--- src/rtl/aclk_timegen_if.sv ---
// aclk_timegen_if -- signal bundle between the alarm-clock time generator and
// its consumer.
//   reset_count : clear divider and seconds count (consumer -> generator)
//   fast_watch  : fast-time request (consumer -> generator)
//   one_second  : one-cycle pulse per second (generator -> consumer)
//   one_minute  : one-cycle pulse advancing the minute counter
//   sec_ms      : BCD tens of seconds, 0..5
//   sec_ls      : BCD units of seconds, 0..9
// Modports: master = time generator side, slave = consumer side.
interface aclk_timegen_if;
  logic       reset_count;
  logic       fast_watch;
  logic       one_second;
  logic       one_minute;
  logic [3:0] sec_ms;
  logic [3:0] sec_ls;

  modport master (
    input  reset_count,
    input  fast_watch,
    output one_second,
    output one_minute,
    output sec_ms,
    output sec_ls
  );

  modport slave (
    output reset_count,
    output fast_watch,
    input  one_second,
    input  one_minute,
    input  sec_ms,
    input  sec_ls
  );
endinterface

--- src/rtl/aclk_timegen.sv ---
// aclk_timegen -- alarm-clock seconds generator.
// Divides clk by CLK_PER_SEC to produce a one-cycle one_second pulse, keeps a
// BCD seconds count 00..59 and pulses one_minute on the 59->00 wrap.
// Ports:
//   clk   : system clock, rising edge
//   reset : synchronous, active-high; overrides everything
//   tg    : aclk_timegen_if.master (reset_count, fast_watch in;
//           one_second, one_minute, sec_ms, sec_ls out, all registered)
// Parameter:
//   CLK_PER_SEC : clk cycles per second, 2..65535
// Build option:
//   ACLK_TIMEGEN_FAST_WATCH_EN : when defined, fast_watch sampled at a
//   one_second pulse turns that pulse into a minute advance and holds the
//   seconds at 00. When undefined, fast_watch is ignored.
module aclk_timegen #(
  parameter int unsigned CLK_PER_SEC = 256
) (
  input  logic           clk,
  input  logic           reset,
  aclk_timegen_if.master tg
);

  localparam int unsigned      DIV_W    = $clog2(CLK_PER_SEC);
  localparam logic [DIV_W-1:0] DIV_LAST = DIV_W'(CLK_PER_SEC - 1);
  localparam logic [DIV_W-1:0] DIV_ONE  = DIV_W'(1);

  logic [DIV_W-1:0] div_q;
  logic             one_second_q;
  logic             one_minute_q;
  logic [3:0]       sec_ms_q;
  logic [3:0]       sec_ls_q;

  // Next BCD value of the seconds count and its wrap flag
  logic [3:0] sec_ms_inc;
  logic [3:0] sec_ls_inc;
  logic       sec_wrap;
  logic       div_last;
  logic       fast_sel;

  assign div_last = (div_q == DIV_LAST);

`ifdef ACLK_TIMEGEN_FAST_WATCH_EN
  // Sampled only on a pulse edge, so a change takes effect at the next second.
  assign fast_sel = tg.fast_watch;
`else
  logic unused_fast_watch;
  assign unused_fast_watch = tg.fast_watch;
  assign fast_sel          = 1'b0;
`endif

  always_comb begin
    sec_ms_inc = sec_ms_q;
    sec_ls_inc = sec_ls_q + 4'd1;
    sec_wrap   = 1'b0;
    if (sec_ls_q >= 4'd9) begin
      sec_ls_inc = 4'd0;
      if (sec_ms_q >= 4'd5) begin
        sec_ms_inc = 4'd0;
        sec_wrap   = 1'b1;
      end else begin
        sec_ms_inc = sec_ms_q + 4'd1;
      end
    end
  end

  always_ff @(posedge clk) begin
    if (reset || tg.reset_count) begin
      div_q        <= '0;
      one_second_q <= 1'b0;
      one_minute_q <= 1'b0;
      sec_ms_q     <= '0;
      sec_ls_q     <= '0;
    end else begin
      one_second_q <= 1'b0;
      one_minute_q <= 1'b0;
      if (div_last) begin
        div_q        <= '0;
        one_second_q <= 1'b1;
        if (fast_sel) begin
          one_minute_q <= 1'b1;
          sec_ms_q     <= '0;
          sec_ls_q     <= '0;
        end else begin
          one_minute_q <= sec_wrap;
          sec_ms_q     <= sec_ms_inc;
          sec_ls_q     <= sec_ls_inc;
        end
      end else begin
        div_q <= div_q + DIV_ONE;
      end
    end
  end

  assign tg.one_second = one_second_q;
  assign tg.one_minute = one_minute_q;
  assign tg.sec_ms     = sec_ms_q;
  assign tg.sec_ls     = sec_ls_q;

endmodule

--- src/flat_wrapper.sv ---
// flat-port wrapper written by rule: the top's interface ports become plain ports
module aclk_timegen_flat 
#(
  parameter int unsigned CLK_PER_SEC = 256
)
  (clk, reset, tg_reset_count, tg_fast_watch, tg_one_second, tg_one_minute, tg_sec_ms, tg_sec_ls);
  aclk_timegen_if tg_i ();
  input  logic clk;
  input  logic reset;
  input wire logic [$bits(tg_i.reset_count)-1:0] tg_reset_count;
  input wire logic [$bits(tg_i.fast_watch)-1:0] tg_fast_watch;
  output wire logic [$bits(tg_i.one_second)-1:0] tg_one_second;
  output wire logic [$bits(tg_i.one_minute)-1:0] tg_one_minute;
  output wire logic [$bits(tg_i.sec_ms)-1:0] tg_sec_ms;
  output wire logic [$bits(tg_i.sec_ls)-1:0] tg_sec_ls;
  assign tg_i.reset_count = tg_reset_count;
  assign tg_i.fast_watch = tg_fast_watch;
  assign tg_one_second = tg_i.one_second;
  assign tg_one_minute = tg_i.one_minute;
  assign tg_sec_ms = tg_i.sec_ms;
  assign tg_sec_ls = tg_i.sec_ls;
  aclk_timegen #(.CLK_PER_SEC(CLK_PER_SEC)) u_core (.clk(clk), .reset(reset), .tg(tg_i));
endmodule
--- config.mk ---
export PLATFORM = sky130hd
export DESIGN_NAME = aclk_timegen_flat
export DESIGN_NICKNAME = d
export VERILOG_FILES = /design/src/rtl/aclk_timegen_if.sv /design/src/rtl/aclk_timegen.sv /design/src/flat_wrapper.sv
export SDC_FILE = /design/constraint.sdc
export NUM_CORES = 1
export LEC_CHECK = 0
export CAP_MARGIN = 20
export CORE_MARGIN = 4
export CORE_UTILIZATION = 54
export DETAILED_ROUTE_END_ITERATION = 8
export PLACE_DENSITY = 0.8
export SLEW_MARGIN = 20
export SYNTH_ARGS = -nofsm -noshare
export SYNTH_HDL_FRONTEND = slang
export SYNTH_SLANG_ARGS = --single-unit
--- constraint.sdc ---
create_clock -name clk -period 2.5 [get_ports clk]
set_input_delay 0.75 -clock clk [delete_from_list [all_inputs] [get_ports clk]]
set_output_delay 0.75 -clock clk [all_outputs]
set_load 0.01 [all_outputs]
==> impl_summary.md <==
Synth
The fraction of registers with async set/reset is 0. Of the total synthesized cell area, the portion taken by AND, OR, NAND and NOR gates is 0.253. Among all flip-flop cells after synthesis, the most frequent one is dfxtp_1.

By area, the combinational part of the netlist is dominated by simple AND/OR/NAND/NOR gates. The number of nets in the synthesized netlist is roughly 110. Of the total synthesized cell area, the portion taken by XOR and XNOR cells is 0.0509. The number of distinct library cells after synthesis is 28.

The share of the yosys chip area belonging to registers is 0.419. The fraction of synthesized cell area taken by the top area cell type is 0.419. The post-synthesis share of cell area spent on full adders, half adders and majority gates is 0.102.

The number of enable-type register cells in the synthesized netlist is 0. The proportion of synthesized area in mux cells is 0.0116. The number of storage elements in the synthesis netlist is 18.

Yosys attributes the largest share of cell area to dfxtp_1 (42%), ha_1 (10%), nand3_1 (5.2%). The cell taking the most area after synthesis is dfxtp_1. The number of warning messages in the yosys log is 0. In this run the cell area of the synthesized design comes to 861 um2. The number of standard cells after synthesis is 95. A synthesized cell averages 9.06 um2. The complex-gate fraction of the synthesized area is 0.134.

Timing
The number of setup violations in the final report is 0. The worst path needs ~2.1 ns of the cycle, external delays included. In this run the tightest slew margin relative to its limit is 0.695. The slew at the pin closest to its max-slew limit is 0.455 ns. Dividing the final minimum period by the clock period gives 0.853. On the final layout, the worst clock skew is around 0.0037 ns. Setup repair after global routing left no endpoint under its margin. The upper clock frequency limit is ~470 MHz. Summed over all failing endpoints, the final setup total negative slack is 0 ns.

The number of hold-slack violations in the final timing report was 0. The final count of pins violating max slew is 0.

Routing
The DRC violation count after routing is 0. The total detailed-routing wirelength is between 1.5 and 2 mm. The number of vias per cell is 5.43. The violation count after the first detailed-routing iteration is 12. The routed layout has around 680 vias. The average wire length per cell after detail routing is 12.2 um. The detail route stage leaves a number of antenna-violating nets equal to 0.

The first detailed-routing pass ran for 4 iterations.

Placed design
The count of buffers inserted at the top-level ports is 12. Once detailed placement completed, the half-perimeter wirelength came to ~1.2 mm. The congestion estimate from routability-driven global placement came to ~0.78.

Layout
Compared with the post-synthesis result, the final layout area differs by 20.1%. The number of fill cells in the layout is roughly 130. The final layout contains 122 nets. The number of antenna diodes in the final layout is 0. For this run, the share of the core covered by cells in the final layout is 0.686. The ratio of cells with drive above 1 in the final layout is 0.0909.

Clock network
The number of sinks driven by the clock tree is 18. TritonCTS built the clock tree. Gates resized during post-CTS repair numbered 0.

The depth of the CTS H-tree is 1. The buffer depth of the longest clock path is 2. Once the clock tree was built, the setup fixing pass inserted 0 buffers. The clock insertion delay at the later pin of the skew report is 0.29 ns. Counting the buffers created by CTS gives 3. The clock-pin transition on the worst setup and hold timing paths is roughly 0.11 ns.

The count of hold-fix buffers inserted at cts is 0. The root buffer selected by CTS is clkbuf_4.

Global routing
The wire length of the first global-routing pass is around 2.6 mm. Across every metal layer, demand over resource in global routing totals 0.157. The total global routing overflow is 0.

The number of global-route vias before repair is around 640. The pin count of the biggest net entering global routing is 11. The number of antenna violations at the first check in global routing was 0.

Floorplanning
The cell row count is 14. The chip width is about 48 um. The core area is between 1500 and 2000 um2. The die covers around 2300 um2.

In this run the vertical extent of the chip is ~48 um. For this configuration, the core starts out at a cell density of 0.571. 14 I/O pins were placed.

Worst setup path
The critical path arrival is ~1.4 ns. The number of buffers and inverters on the critical path is 1. In this run the worst path has a maximum fanout of 7. STA puts the critical path data required time at between 1.5 and 2 ns. The critical path's top delay family is buffers and inverters.

The startpoint class of the critical path is a flop. The master of the slowest instance on the critical path is clkdlybuf4s50_1. The critical path's largest stage delay is 0.59 ns. By startpoint and endpoint, the worst setup path is classified as reg -> out. The type of element capturing the critical path is a primary output. The critical path goes through clkdlybuf4s50_1.

Power
The total power per unit cell area is between 400 and 500 nW/um2. In this run the static leakage power is 0.371 nW. The worst-case IR drop observed on VDD is around 310 uV.

Worst hold path
The class of the most critical hold timing path is reg -> reg.

Status
The flow ran to the end, and the final reports show no timing, DRC or antenna violations.

Flow run
The reported max-cap violation count is 0.
[layer usage]
| metal | routed length [um] | GRT usage |
|---|---|---|
| met3 | 60 | 0.0451 |
| met2 | 730 | 0.248 |
| met5 | 0 | 0 |
| met1 | 744 | 0.203 |
| met4 | 0 | 0.0538 |
[placed cells by master, fill, tap and decap left out]
cell,instances
a2111oi_4,1
a21oi_1,8
a21oi_2,1
a22o_1,1
and2_1,1
and3_1,3
and4_1,1
and4_2,1
clkbuf_4,3
clkbuf_8,1
clkdlybuf4s50_1,12
dfxtp_1,18
ha_1,7
inv_1,6
mux2i_1,1
nand2_1,9
nand2b_1,1
nand3_1,9
nand4_1,1
nand4_2,1
nor2_1,6
nor3_1,2
nor3b_1,1
o21ai_0,5
o21ai_1,1
or2_2,1
or3_1,2
or3b_4,1
xnor2_1,2
xor2_1,3
[logic make-up (layout without fill, tap and decap cells)]
group / Yosys count / after routing
AO/OA/AOI/OAI: 17 / 17
XOR/XNOR: 5 / 5
adder cells (fa/ha/maj): 7 / 7
buffers and inverters: 7 / 22
flip-flops: 18 / 18
multiplexers: 1 / 1
AND/OR/NAND/NOR: 40 / 40
[power breakdown]
group / switching [mW] / total (mW) / internal, mW / leakage [nW]
logic: 0.00743 / 0.0129 / 0.00546 / 0.205
clock network: 0.0896 / 0.178 / 0.0886 / 0.0210
registers: 0.00108 / 0.289 / 0.288 / 0.145
[path summary, 6_finish.rpt]
path / start / end / slack, ns / depth (start not counted)
min reg2reg: u_core.div_q[0]$_SDFF_PP0_ / u_core.div_q[0]$_SDFF_PP0_ / 0.46 / 1
max reg2reg: u_core.tg.sec_ls[1]$_SDFFE_PP0P_ / u_core.tg.sec_ls[2]$_SDFFE_PP0P_ / 0.59 / 6
min: u_core.div_q[0]$_SDFF_PP0_ / u_core.div_q[0]$_SDFF_PP0_ / 0.46 / 1
max: u_core.tg.sec_ls[3]$_SDFFE_PP0P_ / tg_sec_ls[3] / 0.37 / 1
[final cells by class]
| cell class | instances | area [um2] | share of cell area |
|---|---|---|---|
| multi-input combinational | 70 | 474 | 0.459 |
| sequential | 18 | 360 | 0.349 |
| timing repair buffer | 12 | 120 | 0.116 |
| tap | 16 | 20.0 | 0.0194 |
| clock buffer | 4 | 36.3 | 0.0351 |
| inverter | 6 | 22.5 | 0.0218 |
[sequential cells by signal, indices dropped and copies added (netlist names)]
name,count
u_core.tg.sec_ls,4
u_core.div_q,8
u_core.tg.one_second,1
u_core.tg.sec_ms,4
u_core.tg.one_minute,1
[metrics by stage]
step	setup slack [ns]	power [mW]	std cells	hold WS [ns]	cell area [um2]
after CTS	0.361	0.483	126	0.464	1030
after global placement	0.298	0.308	122	0.433	997
after floorplan	0.701	0.303	95	0.418	861
after detailed placement	0.237	0.309	122	0.447	997
final	0.367	0.480	126	0.462	1030
after global routing	0.289	0.497	126	0.499	1030
[cell usage after synthesis (2+ instances only)]
cell	number
ha_1	7
or3_1	2
nand2_1	9
and3_1	3
a21oi_1	8
nor3_1	2
xor2_1	3
nor2_1	6
inv_1	6
o21ai_0	5
nand3_1	9
dfxtp_1	18
xnor2_1	2
Power figures use the tool's default switching activity.
